<file path="config.mk">
export PLATFORM = sky130hd
export DESIGN_NAME = mem_access_stage_flat
export DESIGN_NICKNAME = d
export VERILOG_FILES = /design/src/rtl/mem_access_stage_pkg.sv /design/src/rtl/mem_access_stage_if.sv /design/src/rtl/mem_access_stage_wb_select.sv /design/src/rtl/mem_access_stage.sv /design/src/flat_wrapper.sv
export SDC_FILE = /design/constraint.sdc
export NUM_CORES = 1
export LEC_CHECK = 0
export BUFFER_PORTS_ARGS = -buffer_cell sky130_fd_sc_hd__buf_2
export CORE_AREA = 2 2 119 98
export CTS_BUF_LIST = sky130_fd_sc_hd__clkbuf_4 sky130_fd_sc_hd__clkbuf_8
export DETAILED_ROUTE_END_ITERATION = 8
export DIE_AREA = 0 0 121 100
export MAX_ROUTING_LAYER = met4
export PLACE_DENSITY = 0.81
export SLEW_MARGIN = 20
export SYNTH_ARGS = -nofsm -noshare
export SYNTH_HDL_FRONTEND = slang
export SYNTH_SLANG_ARGS = --single-unit
export TNS_END_PERCENT = 10
</file>
<file path="constraint.sdc">
create_clock -name clock -period 2.3 [get_ports clock]
set_input_delay 0.345 -clock clock [delete_from_list [all_inputs] [get_ports clock]]
set_output_delay 0.345 -clock clock [all_outputs]
set_load 0.05 [all_outputs]
</file>
<file path="src/rtl/mem_access_stage_pkg.sv">
// Shared types for the MEM pipeline stage: FSM states, writeback select codes, timeout default.
package mem_stage_pkg;

    typedef enum logic {
        IDLE   = 1'b0,
        ACCESS = 1'b1
    } state_e;

    typedef enum logic [1:0] {
        WB_ALU  = 2'b00,
        WB_MEM  = 2'b01,
        WB_PC4  = 2'b10,
        WB_RSVD = 2'b11
    } wb_sel_e;

    localparam int unsigned TIMEOUT_DEFAULT = 16;

endpackage

</file>
<file path="src/rtl/mem_access_stage_if.sv">
// Data-memory request/acknowledge bus between the MEM stage (master) and data memory (slave).
interface mem_access_stage_if;
    logic        dmem_req;
    logic        dmem_we;
    logic [31:0] dmem_addr;
    logic [31:0] dmem_wdata;
    logic [31:0] dmem_rdata;
    logic        dmem_ack;

    modport master (
        output dmem_req, dmem_we, dmem_addr, dmem_wdata,
        input  dmem_rdata, dmem_ack
    );

    modport slave (
        input  dmem_req, dmem_we, dmem_addr, dmem_wdata,
        output dmem_rdata, dmem_ack
    );
endinterface

</file>
<file path="src/rtl/mem_access_stage_wb_select.sv">
// Combinational writeback mux: ALU result, memory read data or link value.
module wb_select
    import mem_stage_pkg::*;
(
    input  logic [1:0]  mem_to_reg,
    input  logic [31:0] alu_result,
    input  logic [31:0] mem_data,
    input  logic [31:0] pc_plus4,
    output logic [31:0] data
);

    always_comb begin
        data = alu_result;
        case (wb_sel_e'(mem_to_reg))
            WB_MEM:  data = mem_data;
            WB_PC4:  data = pc_plus4;
            default: data = alu_result;
        endcase
    end

endmodule

</file>
<file path="src/rtl/mem_access_stage.sv">
// MEM pipeline stage: issues aligned loads/stores to data memory, stalls until ack or timeout.
module mem_access_stage
    import mem_stage_pkg::*;
#(
    parameter int unsigned TIMEOUT = TIMEOUT_DEFAULT
) (
    input  logic                clock,
    input  logic                reset,
    input  logic [31:0]         alu_result,
    input  logic [31:0]         write_data,
    input  logic [31:0]         pc_plus4,
    input  logic [4:0]          dest_reg,
    input  logic                mem_read,
    input  logic                mem_write,
    input  logic                reg_write,
    input  logic [1:0]          mem_to_reg,
    mem_access_stage_if.master  dmem,
    output logic                stall,
    output logic                wb_reg_write,
    output logic [4:0]          wb_dest_reg,
    output logic [31:0]         wb_data,
    output logic                mem_err
);

    localparam int unsigned CW = (TIMEOUT > 1) ? $clog2(TIMEOUT) : 1;

    state_e        state;
    logic [CW-1:0] wait_cnt;
    logic          mem_op;
    logic          aligned;
    logic          at_limit;
    logic [31:0]   sel_data;

    assign mem_op   = mem_read | mem_write;
    assign aligned  = (alu_result[1:0] == 2'b00);
    assign at_limit = (wait_cnt == CW'(TIMEOUT - 1));

    wb_select u_wb_select (
        .mem_to_reg (mem_to_reg),
        .alu_result (alu_result),
        .mem_data   (dmem.dmem_rdata),
        .pc_plus4   (pc_plus4),
        .data       (sel_data)
    );

    always_comb begin
        stall = 1'b0;
        if (state == IDLE) stall = mem_op & aligned;
        else               stall = ~dmem.dmem_ack & ~at_limit;
    end

    always_ff @(posedge clock) begin
        if (reset) begin
            state           <= IDLE;
            wait_cnt        <= '0;
            dmem.dmem_req   <= 1'b0;
            dmem.dmem_we    <= 1'b0;
            dmem.dmem_addr  <= '0;
            dmem.dmem_wdata <= '0;
            wb_reg_write    <= 1'b0;
            wb_dest_reg     <= '0;
            wb_data         <= '0;
            mem_err         <= 1'b0;
        end else begin
            mem_err <= 1'b0;
            case (state)
                IDLE: begin
                    if (!mem_op) begin
                        wb_reg_write <= reg_write;
                        wb_dest_reg  <= dest_reg;
                        wb_data      <= sel_data;
                    end else if (aligned) begin
                        state           <= ACCESS;
                        wait_cnt        <= '0;
                        dmem.dmem_req   <= 1'b1;
                        dmem.dmem_we    <= mem_write;
                        dmem.dmem_addr  <= alu_result;
                        dmem.dmem_wdata <= write_data;
                        wb_reg_write    <= 1'b0;
                    end else begin
                        wb_reg_write <= 1'b0;
                        mem_err      <= 1'b1;
                    end
                end
                ACCESS: begin
                    // Ack is checked before the limit so a last-cycle ack completes normally.
                    if (dmem.dmem_ack) begin
                        state         <= IDLE;
                        dmem.dmem_req <= 1'b0;
                        dmem.dmem_we  <= 1'b0;
                        wb_reg_write  <= reg_write;
                        wb_dest_reg   <= dest_reg;
                        wb_data       <= sel_data;
                    end else if (at_limit) begin
                        state         <= IDLE;
                        dmem.dmem_req <= 1'b0;
                        dmem.dmem_we  <= 1'b0;
                        wb_reg_write  <= 1'b0;
                        wb_data       <= '0;
                        mem_err       <= 1'b1;
                    end else begin
                        wait_cnt <= wait_cnt + 1'b1;
                    end
                end
                default: state <= IDLE;
            endcase
        end
    end

endmodule

</file>
<file path="src/flat_wrapper.sv">
// flat-port wrapper written by rule: the top's interface ports become plain ports
module mem_access_stage_flat import mem_stage_pkg::*;
#(
    parameter int unsigned TIMEOUT = TIMEOUT_DEFAULT
)
  (clock, reset, alu_result, write_data, pc_plus4, dest_reg, mem_read, mem_write, reg_write, mem_to_reg, stall, wb_reg_write, wb_dest_reg, wb_data, mem_err, dmem_dmem_req, dmem_dmem_we, dmem_dmem_addr, dmem_dmem_wdata, dmem_dmem_rdata, dmem_dmem_ack);
  mem_access_stage_if dmem_i ();
  input  logic clock;
  input  logic reset;
  input  logic [31:0] alu_result;
  input  logic [31:0] write_data;
  input  logic [31:0] pc_plus4;
  input  logic [4:0] dest_reg;
  input  logic mem_read;
  input  logic mem_write;
  input  logic reg_write;
  input  logic [1:0] mem_to_reg;
  output logic stall;
  output logic wb_reg_write;
  output logic [4:0] wb_dest_reg;
  output logic [31:0] wb_data;
  output logic mem_err;
  output wire logic [$bits(dmem_i.dmem_req)-1:0] dmem_dmem_req;
  output wire logic [$bits(dmem_i.dmem_we)-1:0] dmem_dmem_we;
  output wire logic [$bits(dmem_i.dmem_addr)-1:0] dmem_dmem_addr;
  output wire logic [$bits(dmem_i.dmem_wdata)-1:0] dmem_dmem_wdata;
  input wire logic [$bits(dmem_i.dmem_rdata)-1:0] dmem_dmem_rdata;
  input wire logic [$bits(dmem_i.dmem_ack)-1:0] dmem_dmem_ack;
  assign dmem_dmem_req = dmem_i.dmem_req;
  assign dmem_dmem_we = dmem_i.dmem_we;
  assign dmem_dmem_addr = dmem_i.dmem_addr;
  assign dmem_dmem_wdata = dmem_i.dmem_wdata;
  assign dmem_i.dmem_rdata = dmem_dmem_rdata;
  assign dmem_i.dmem_ack = dmem_dmem_ack;
  mem_access_stage #(.TIMEOUT(TIMEOUT)) u_core (.clock(clock), .reset(reset), .alu_result(alu_result), .write_data(write_data), .pc_plus4(pc_plus4), .dest_reg(dest_reg), .mem_read(mem_read), .mem_write(mem_write), .reg_write(reg_write), .mem_to_reg(mem_to_reg), .dmem(dmem_i), .stall(stall), .wb_reg_write(wb_reg_write), .wb_dest_reg(wb_dest_reg), .wb_data(wb_data), .mem_err(mem_err));
endmodule
</file>
==> results of run 1 <==
worst max-delay path, cell delays in order, from the launching register on:
cell                      delay, ns
sky130_fd_sc_hd__dfxtp_1       0.54
sky130_fd_sc_hd__nor2b_2       0.22
sky130_fd_sc_hd__buf_4         0.19
sky130_fd_sc_hd__nand2_1       0.08
sky130_fd_sc_hd__nand2_1       0.06
sky130_fd_sc_hd__buf_2         0.26
routing by layer:
layer / global-route usage, % / vias to the layer above / part of all wire [%]
met5: - / - / 0
met4: 5.903 / 0 / 1.8
met3: 4.489 / 21 / 7.8
met2: 40.36 / 255 / 46
met1: 34.73 / 2452 / 44
li1: - / 2579 / -
synthesized netlist by cell type (3+ instances only):
master and n:
sky130_fd_sc_hd__nor3_1 3, sky130_fd_sc_hd__buf_2 15, sky130_fd_sc_hd__nand2b_1 33, sky130_fd_sc_hd__o21ai_0 69
sky130_fd_sc_hd__buf_12 3, sky130_fd_sc_hd__nand3_1 71, sky130_fd_sc_hd__dfxtp_1 110, sky130_fd_sc_hd__and2_1 3
sky130_fd_sc_hd__ha_1 3, sky130_fd_sc_hd__mux2i_1 32, sky130_fd_sc_hd__a21oi_1 74, sky130_fd_sc_hd__nor2_1 3
sky130_fd_sc_hd__nor2b_1 33, sky130_fd_sc_hd__clkbuf_1 44, sky130_fd_sc_hd__nand2_1 5, sky130_fd_sc_hd__or4_1 32
sky130_fd_sc_hd__a221oi_1 32
logic make-up after synthesis:
logic type,Yosys count,share of synthesized area [%]
compound gates,183,20.94
fa+ha+maj,3,0.7381
buf+inv,67,6.495
mux,32,6.298
flops,110,43.30
simple gates,192,22.24
layout make-up:
type / count / area share [%]
multi-input cells: 410 / 38.94
clock buffers: 10 / 2.078
well taps: 148 / 2.796
clock inverters: 6 / 1.171
flip-flops and latches: 110 / 33.25
repair buffers: 261 / 21.65
inverters: 2 / 0.1134
worst min-delay path by stage:
stage | from | endpoint | slack [ns] | cells after the start
after floorplan | u_core.wait_cnt[1] | u_core.wait_cnt[1] | 0.49 | 2
after global placement | u_core.wb_dest_reg[3] | u_core.wb_dest_reg[3] | 0.45 | 2
after detailed placement | u_core.dmem.dmem_addr[1] | u_core.dmem.dmem_addr[1] | 0.45 | 1
after CTS | write_data[1] | u_core.dmem.dmem_wdata[1] | 0.20 | 3
after global routing | write_data[27] | u_core.dmem.dmem_wdata[27] | 0.20 | 3
final | write_data[31] | u_core.dmem.dmem_wdata[31] | 0.22 | 3
per-stage QoR:
stage / worst slack [ns] / util [%] / area [sq um] / power [mW] / cells
after CTS: 0.2369 / 59.77 / 6623 / 4.446 / 947
final: 0.2369 / 59.77 / 6623 / 4.413 / 947
after floorplan: 0.5532 / - / 5086 / 2.863 / 587
after global routing: 0.06528 / 59.77 / 6623 / 4.630 / 947
after detailed placement: 0.4386 / 57.83 / 6407 / 3.210 / 931
after global placement: 0.4984 / 57.83 / 6407 / 3.199 / 931
power groups by stage:
stage	clock (mW)	sequential [mW]	combinational [mW]
final	1.24	2.05	1.12
after global routing	1.37	2.07	1.20
after CTS	1.28	2.05	1.12
after detailed placement	0	2.10	1.11
after global placement	0	2.09	1.11
after floorplan	0	2.44	0.425
==> impl_metrics.xml, run 1 <==
<?xml version="1.0" encoding="UTF-8"?>
<metrics>
  <group name="power_and_ir_drop">
    <metric name="p_sw_share" unit="%">33.68</metric>
    <metric name="combinationalPowerShare" unit="%">25.3</metric>
    <metric name="power.density_cell_area" unit="nW/um^2">666.4</metric>
    <metric name="clock_power_share" unit="%">28.2</metric>
    <metric name="seqPwrFrac" unit="%">46.5</metric>
    <metric name="power.switching" unit="mW">1.486</metric>
    <metric name="power.static_leakage" unit="nW">3.007</metric>
    <metric name="power_report.internal_total" unit="mW">2.927</metric>
    <metric name="vdd.ir_drop.worst" unit="V">0.0003974</metric>
  </group>
  <group name="synthesis">
    <metric name="postSynth.topFlopCell" unit="">sky130_fd_sc_hd__dfxtp_1</metric>
    <metric name="syn-cell-area" unit="sq um">5086</metric>
    <metric name="synth_enable_flop_cells" unit="">0</metric>
    <metric name="synthArstFlopShare" unit="%">0</metric>
    <metric name="synth.avg_cell_area" unit="sq um">8.665</metric>
    <metric name="ys_top_cells_by_area" unit="">sky130_fd_sc_hd__dfxtp_1, sky130_fd_sc_hd__a21oi_1, sky130_fd_sc_hd__nand3_1</metric>
    <metric name="synth_largest_area_cell" unit="">sky130_fd_sc_hd__dfxtp_1</metric>
    <metric name="synth_fp_nets" unit="">731</metric>
    <metric name="synth.yosys.seq_area_share" unit="%">43.30</metric>
    <metric name="synth_top_area_share" unit="%">43.30</metric>
    <metric name="netlist_instances" unit="">587</metric>
    <metric name="ys_ff_latch" unit="">110</metric>
    <metric name="synth.yosys.warnings" unit="">0</metric>
    <metric name="synth_cell_types" unit="">34</metric>
  </group>
  <group name="route">
    <metric name="detail_route.iter0.violations" unit="">304</metric>
    <metric name="detail_route.vias_per_cell" unit="">5.604</metric>
    <metric name="wirelength_per_cell" unit="microns">16.35</metric>
    <metric name="routed_wirelength" unit="microns">15480</metric>
    <metric name="firstDrtPassIters" unit="">4</metric>
    <metric name="routed-via-count" unit="">5307</metric>
    <metric name="drcViolationCount" unit="">0</metric>
    <metric name="route.antenna.remaining_nets" unit="">0</metric>
  </group>
  <group name="timing">
    <metric name="shortest_period_the_worst_path_allows" unit="ns">2.063</metric>
    <metric name="setup_viol" unit="">0</metric>
    <metric name="hold-worst-slack" unit="ns">0.2177</metric>
    <metric name="period_utilization_post_route" unit="%">89.70</metric>
    <metric name="slew_violations" unit="">0</metric>
    <metric name="fin_skew" unit="ns">0.009807</metric>
    <metric name="fmaxAchievable" unit="GHz">0.4847</metric>
    <metric name="tns" unit="ns">0</metric>
    <metric name="worstMarginPinSlew" unit="ns">0.8063</metric>
    <metric name="rsz0062_at_grt" unit="">false</metric>
    <metric name="hold_violations" unit="">0</metric>
    <metric name="maxSlewHeadroom" unit="%">46.25</metric>
  </group>
  <group name="worst_setup_path">
    <metric name="regToRegSetupSlack" unit="ns">0.51</metric>
    <metric name="worstSetupStartpointType" unit="">flop</metric>
    <metric name="setup.worst_path.start" unit="">u_core.state</metric>
    <metric name="end_kind" unit="">output pin</metric>
    <metric name="worst_r2r_path_depth" unit="">4</metric>
    <metric name="critPathArrivalTime" unit="ns">1.72</metric>
    <metric name="reg2reg_to" unit="">u_core.wb_data[12]</metric>
    <metric name="endpoint" unit="">stall</metric>
    <metric name="required_time_of_the_critical_path" unit="ns">1.96</metric>
    <metric name="crit_path_max_fanout" unit="">12</metric>
    <metric name="timing.setup.critical_path_class" unit="">flop to output pin</metric>
    <metric name="worst_r2r_startpoint" unit="">u_core.state</metric>
  </group>
  <group name="clocking">
    <metric name="tritoncts" unit="">built</metric>
    <metric name="clock_insertion_delay_worst_skew" unit="ns">0.37</metric>
    <metric name="clk_transition_reported_paths" unit="ns">0.11</metric>
    <metric name="cts-htree-levels" unit="">3</metric>
    <metric name="ctsRootBufferMaster" unit="">sky130_fd_sc_hd__clkbuf_8</metric>
    <metric name="post_cts_buffers" unit="">0</metric>
    <metric name="cts-buffers-inserted" unit="">9</metric>
    <metric name="ctsResizeCount" unit="">0</metric>
    <metric name="clock-sinks" unit="">110</metric>
    <metric name="cts_buffer_depth" unit="">2</metric>
    <metric name="postCtsHoldBufs" unit="">0</metric>
  </group>
  <group name="layout">
    <metric name="inserted_diodes" unit="">0</metric>
    <metric name="most-common-layout-cells" unit="">sky130_fd_sc_hd__buf_2, sky130_fd_sc_hd__dfxtp_1, sky130_fd_sc_hd__a21oi_1</metric>
    <metric name="finish.net_count" unit="">938</metric>
    <metric name="fillCellCount" unit="">1008</metric>
    <metric name="biggestRegsByFlops" unit="">u_core.dmem.dmem_addr: 32 flops, u_core.dmem.dmem_wdata: 32 flops, u_core.wb_data: 32 flops</metric>
    <metric name="commonest_non_fill_non_tap_cell_in_the_layout" unit="">sky130_fd_sc_hd__buf_2</metric>
    <metric name="layout-area-overhead-vs-synth" unit="%">30.21</metric>
    <metric name="area.sequential" unit="sq um">2202</metric>
    <metric name="multi_input_area" unit="sq um">2579</metric>
    <metric name="fraction_of_layout_cells_with_a_size_suffix_above_1" unit="%">35.67</metric>
  </group>
  <group name="placed_design">
    <metric name="place_congestion" unit="">0.8277</metric>
    <metric name="placed_wire_length_estimate" unit="microns">10640</metric>
    <metric name="io_buffer_count" unit="">246</metric>
  </group>
  <group name="die">
    <metric name="die_height" unit="microns">100</metric>
    <metric name="ioPinCount" unit="">247</metric>
    <metric name="core" unit="sq um">11080</metric>
    <metric name="initial_core_util" unit="%">45.91</metric>
    <metric name="die_w" unit="microns">121</metric>
    <metric name="floorplan.rows" unit="">35</metric>
    <metric name="die-area" unit="sq um">12100</metric>
  </group>
  <group name="min_path">
    <metric name="path_type_of_the_worst_min_delay_path" unit="">input port to flop</metric>
  </group>
  <group name="global_route">
    <metric name="grt.overflow.total" unit="">0</metric>
    <metric name="grt_max_degree" unit="">98</metric>
    <metric name="antenna_violations_before_repair" unit="">0</metric>
    <metric name="grt_pass1_wl" unit="microns">24550</metric>
    <metric name="globalRouteTotalUtil" unit="%">25.68</metric>
    <metric name="vias_in_the_first_global_route" unit="">4801</metric>
  </group>
  <group name="status">
    <metric name="status" unit="">finished clean</metric>
  </group>
  <group name="flow_run">
    <metric name="max-cap-violations" unit="">0</metric>
  </group>
</metrics>
(Power assumes the default switching activity.)
==> run 2, diff against run 1 <==
--- a/config.mk
+++ b/config.mk
@@ -6,12 +6,12 @@
 export NUM_CORES = 1
 export LEC_CHECK = 0
 export BUFFER_PORTS_ARGS = -buffer_cell sky130_fd_sc_hd__buf_2
-export CORE_AREA = 2 2 119 98
+export CORE_AREA = 2 2 125 103
 export CTS_BUF_LIST = sky130_fd_sc_hd__clkbuf_4 sky130_fd_sc_hd__clkbuf_8
 export DETAILED_ROUTE_END_ITERATION = 8
-export DIE_AREA = 0 0 121 100
+export DIE_AREA = 0 0 127 105
 export MAX_ROUTING_LAYER = met4
-export PLACE_DENSITY = 0.81
+export PLACE_DENSITY = 0.77
 export SLEW_MARGIN = 20
 export SYNTH_ARGS = -nofsm -noshare
 export SYNTH_HDL_FRONTEND = slang
==> constraint.sdc (replaced) <==
create_clock -name clock -period 1.7 [get_ports clock]
set_input_delay 0.255 -clock clock [delete_from_list [all_inputs] [get_ports clock]]
set_output_delay 0.255 -clock clock [all_outputs]
set_load 0.05 [all_outputs]
==> impl_metrics.xml, run 2 (same netlist as run 1, synthesis figures left out) <==
<?xml version="1.0" encoding="UTF-8"?>
<metrics>
  <group name="clocking">
    <metric name="cts-buffers-inserted" unit="">9</metric>
    <metric name="postCtsHoldBufs" unit="">0</metric>
    <metric name="clock_insertion_delay_worst_skew" unit="ns">0.36</metric>
    <metric name="clock-sinks" unit="">110</metric>
    <metric name="cts_buffer_depth" unit="">2</metric>
    <metric name="ctsRootBufferMaster" unit="">sky130_fd_sc_hd__clkbuf_8</metric>
    <metric name="clk_transition_reported_paths" unit="ns">0.11</metric>
    <metric name="cts-htree-levels" unit="">3</metric>
    <metric name="tritoncts" unit="">built</metric>
  </group>
  <group name="placed_design">
    <metric name="place_congestion" unit="">0.8770</metric>
    <metric name="post-place-ws" unit="ns">-0.02841</metric>
    <metric name="placed_wire_length_estimate" unit="microns">11510</metric>
    <metric name="io_buffer_count" unit="">246</metric>
  </group>
  <group name="timing">
    <metric name="hold_violations" unit="">0</metric>
    <metric name="fin_skew" unit="ns">0.007733</metric>
    <metric name="worstMarginPinSlew" unit="ns">0.6071</metric>
    <metric name="fmaxAchievable" unit="GHz">0.6211</metric>
    <metric name="maxSlewHeadroom" unit="%">59.22</metric>
    <metric name="shortest_period_the_worst_path_allows" unit="ns">1.610</metric>
    <metric name="period_utilization_post_route" unit="%">94.70</metric>
    <metric name="setup_viol" unit="">0</metric>
    <metric name="rsz0062_at_grt" unit="">false</metric>
    <metric name="postLayoutSetupSlackWorst" unit="ns">0.09007</metric>
    <metric name="slew_violations" unit="">0</metric>
  </group>
  <group name="worst_setup_path">
    <metric name="required_time_of_the_critical_path" unit="ns">1.44</metric>
    <metric name="crit_path_max_fanout" unit="">9</metric>
    <metric name="reg2reg_to" unit="">u_core.wb_data[14]</metric>
    <metric name="critPathArrivalTime" unit="ns">1.35</metric>
    <metric name="end_kind" unit="">output pin</metric>
    <metric name="worstSetupStartpointType" unit="">flop</metric>
    <metric name="worst_r2r_startpoint" unit="">u_core.state</metric>
    <metric name="setup.worst_path.start" unit="">u_core.state</metric>
    <metric name="worst_r2r_path_depth" unit="">4</metric>
    <metric name="timing.setup.critical_path_class" unit="">flop to output pin</metric>
    <metric name="regToRegSetupSlack" unit="ns">0.23</metric>
  </group>
  <group name="layout">
    <metric name="area.sequential" unit="sq um">2211</metric>
    <metric name="fillCellCount" unit="">1127</metric>
    <metric name="fraction_of_layout_cells_with_a_size_suffix_above_1" unit="%">37.39</metric>
    <metric name="biggestRegsByFlops" unit="">u_core.dmem.dmem_addr: 32 flops, u_core.dmem.dmem_wdata: 32 flops, u_core.wb_data: 32 flops</metric>
    <metric name="inserted_diodes" unit="">0</metric>
    <metric name="finish.net_count" unit="">953</metric>
    <metric name="layout-area-overhead-vs-synth" unit="%">32.99</metric>
    <metric name="commonest_non_fill_non_tap_cell_in_the_layout" unit="">sky130_fd_sc_hd__buf_2</metric>
    <metric name="most-common-layout-cells" unit="">sky130_fd_sc_hd__buf_2, sky130_fd_sc_hd__dfxtp_1, sky130_fd_sc_hd__a21oi_1</metric>
    <metric name="multi_input_area" unit="sq um">2608</metric>
  </group>
  <group name="power_and_ir_drop">
    <metric name="vdd.ir_drop.worst" unit="V">0.0005140</metric>
    <metric name="power.density_cell_area" unit="nW/um^2">863.6</metric>
    <metric name="power.static_leakage" unit="nW">3.077</metric>
    <metric name="p_total" unit="mW">5.841</metric>
  </group>
  <group name="global_route">
    <metric name="grt_max_degree" unit="">74</metric>
    <metric name="grt_pass1_wl" unit="microns">25160</metric>
    <metric name="grt.overflow.total" unit="">0</metric>
    <metric name="antenna_violations_before_repair" unit="">0</metric>
    <metric name="globalRouteTotalUtil" unit="%">23.90</metric>
    <metric name="vias_in_the_first_global_route" unit="">4943</metric>
  </group>
  <group name="die">
    <metric name="ioPinCount" unit="">247</metric>
    <metric name="floorplan.rows" unit="">36</metric>
    <metric name="die-area" unit="sq um">13340</metric>
    <metric name="initial_core_util" unit="%">42.45</metric>
    <metric name="die_height" unit="microns">105</metric>
    <metric name="core" unit="sq um">11980</metric>
    <metric name="die_w" unit="microns">127</metric>
  </group>
  <group name="route">
    <metric name="detail_route.vias_per_cell" unit="">5.597</metric>
    <metric name="route.antenna.remaining_nets" unit="">0</metric>
    <metric name="wirelength_per_cell" unit="microns">16.82</metric>
    <metric name="routed-via-count" unit="">5401</metric>
    <metric name="routed_wirelength" unit="microns">16240</metric>
    <metric name="detail_route.iter0.violations" unit="">321</metric>
    <metric name="firstDrtPassIters" unit="">6</metric>
    <metric name="drcViolationCount" unit="">0</metric>
  </group>
  <group name="status">
    <metric name="status" unit="">finished clean</metric>
  </group>
  <group name="min_path">
    <metric name="path_type_of_the_worst_min_delay_path" unit="">input port to flop</metric>
    <metric name="holdPathEnd" unit="">u_core.dmem.dmem_wdata[9]</metric>
    <metric name="holdPathStages" unit="">3</metric>
    <metric name="min-delay-start" unit="">write_data[9]</metric>
  </group>
  <group name="flow_run">
    <metric name="max-cap-violations" unit="">0</metric>
  </group>
</metrics>
==> run 2: what timing repair did <==
action                                  CTS  global route
hold endpoints to repair                  0             0
setup buffers                             0             1
pin swaps                                 0             1
endpoints found under the setup margin    1             1
gates resized for setup                   7             5
==> run 2: how the worst max path moves through the flow <==
stage	slack, ns	cells past startpoint	to
finish	0.09	4	stall
global placement	0.02	7	u_core.wb_data[28]
CTS	0.02	5	stall
global route	0.01	4	stall
detailed placement	-0.03	7	u_core.wb_data[24]
floorplan	0.04	7	u_core.wb_data[20]
==> run 2: routing by layer <==
layer  vias up  GRT usage [%]  share of wire, %
li1       2604              -                 -
met1      2545          30.45                43
met2       236          38.71                48
met3        16          5.530               7.4
met4         0          5.573               1.4
met5         -              -                 0
==> run 2: stage by stage <==
| stage | setup TNS [ns] | cells | hold slack (ns) | instance area (sq um) | utilization [%] |
|---|---|---|---|---|---|
| 2_1_floorplan | 0 | 587 | 0.4027 | 5086 | - |
| 6_report | 0 | 965 | 0.1270 | 6764 | 56.45 |
| 3_5_place_dp | -0.05843 | 949 | 0.4398 | 6530 | 54.50 |
| 5_1_grt | 0 | 965 | 0.1099 | 6764 | 56.45 |
| 4_1_cts | 0 | 964 | 0.1018 | 6738 | 56.23 |
| 3_3_place_gp | 0 | 949 | 0.4409 | 6530 | 54.50 |
==> run 2: cell type report <==
| cell class | instances | area share (%) |
|---|---|---|
| repair buffers | 276 | 23.14 |
| inverters | 2 | 0.1110 |
| clock inverters | 5 | 0.6659 |
| well taps | 152 | 2.812 |
| multi-input cells | 410 | 38.55 |
| flip-flops and latches | 110 | 32.69 |
| clock buffers | 10 | 2.035 |
==> run 2: power by group <==
group	internal, mW	leakage (nW)	switching, mW
Clock	0.585	0.0905	0.916
Combinational	0.537	2.09	1.03
Sequential	2.71	0.899	0.0641
==> run 2: worst max-delay path: stages, from the launching register on <==
cell	delay (ns)
sky130_fd_sc_hd__dfxtp_2	0.37
sky130_fd_sc_hd__o21ba_4	0.26
sky130_fd_sc_hd__nand2_1	0.10
sky130_fd_sc_hd__nand2_1	0.10
sky130_fd_sc_hd__buf_6	0.16
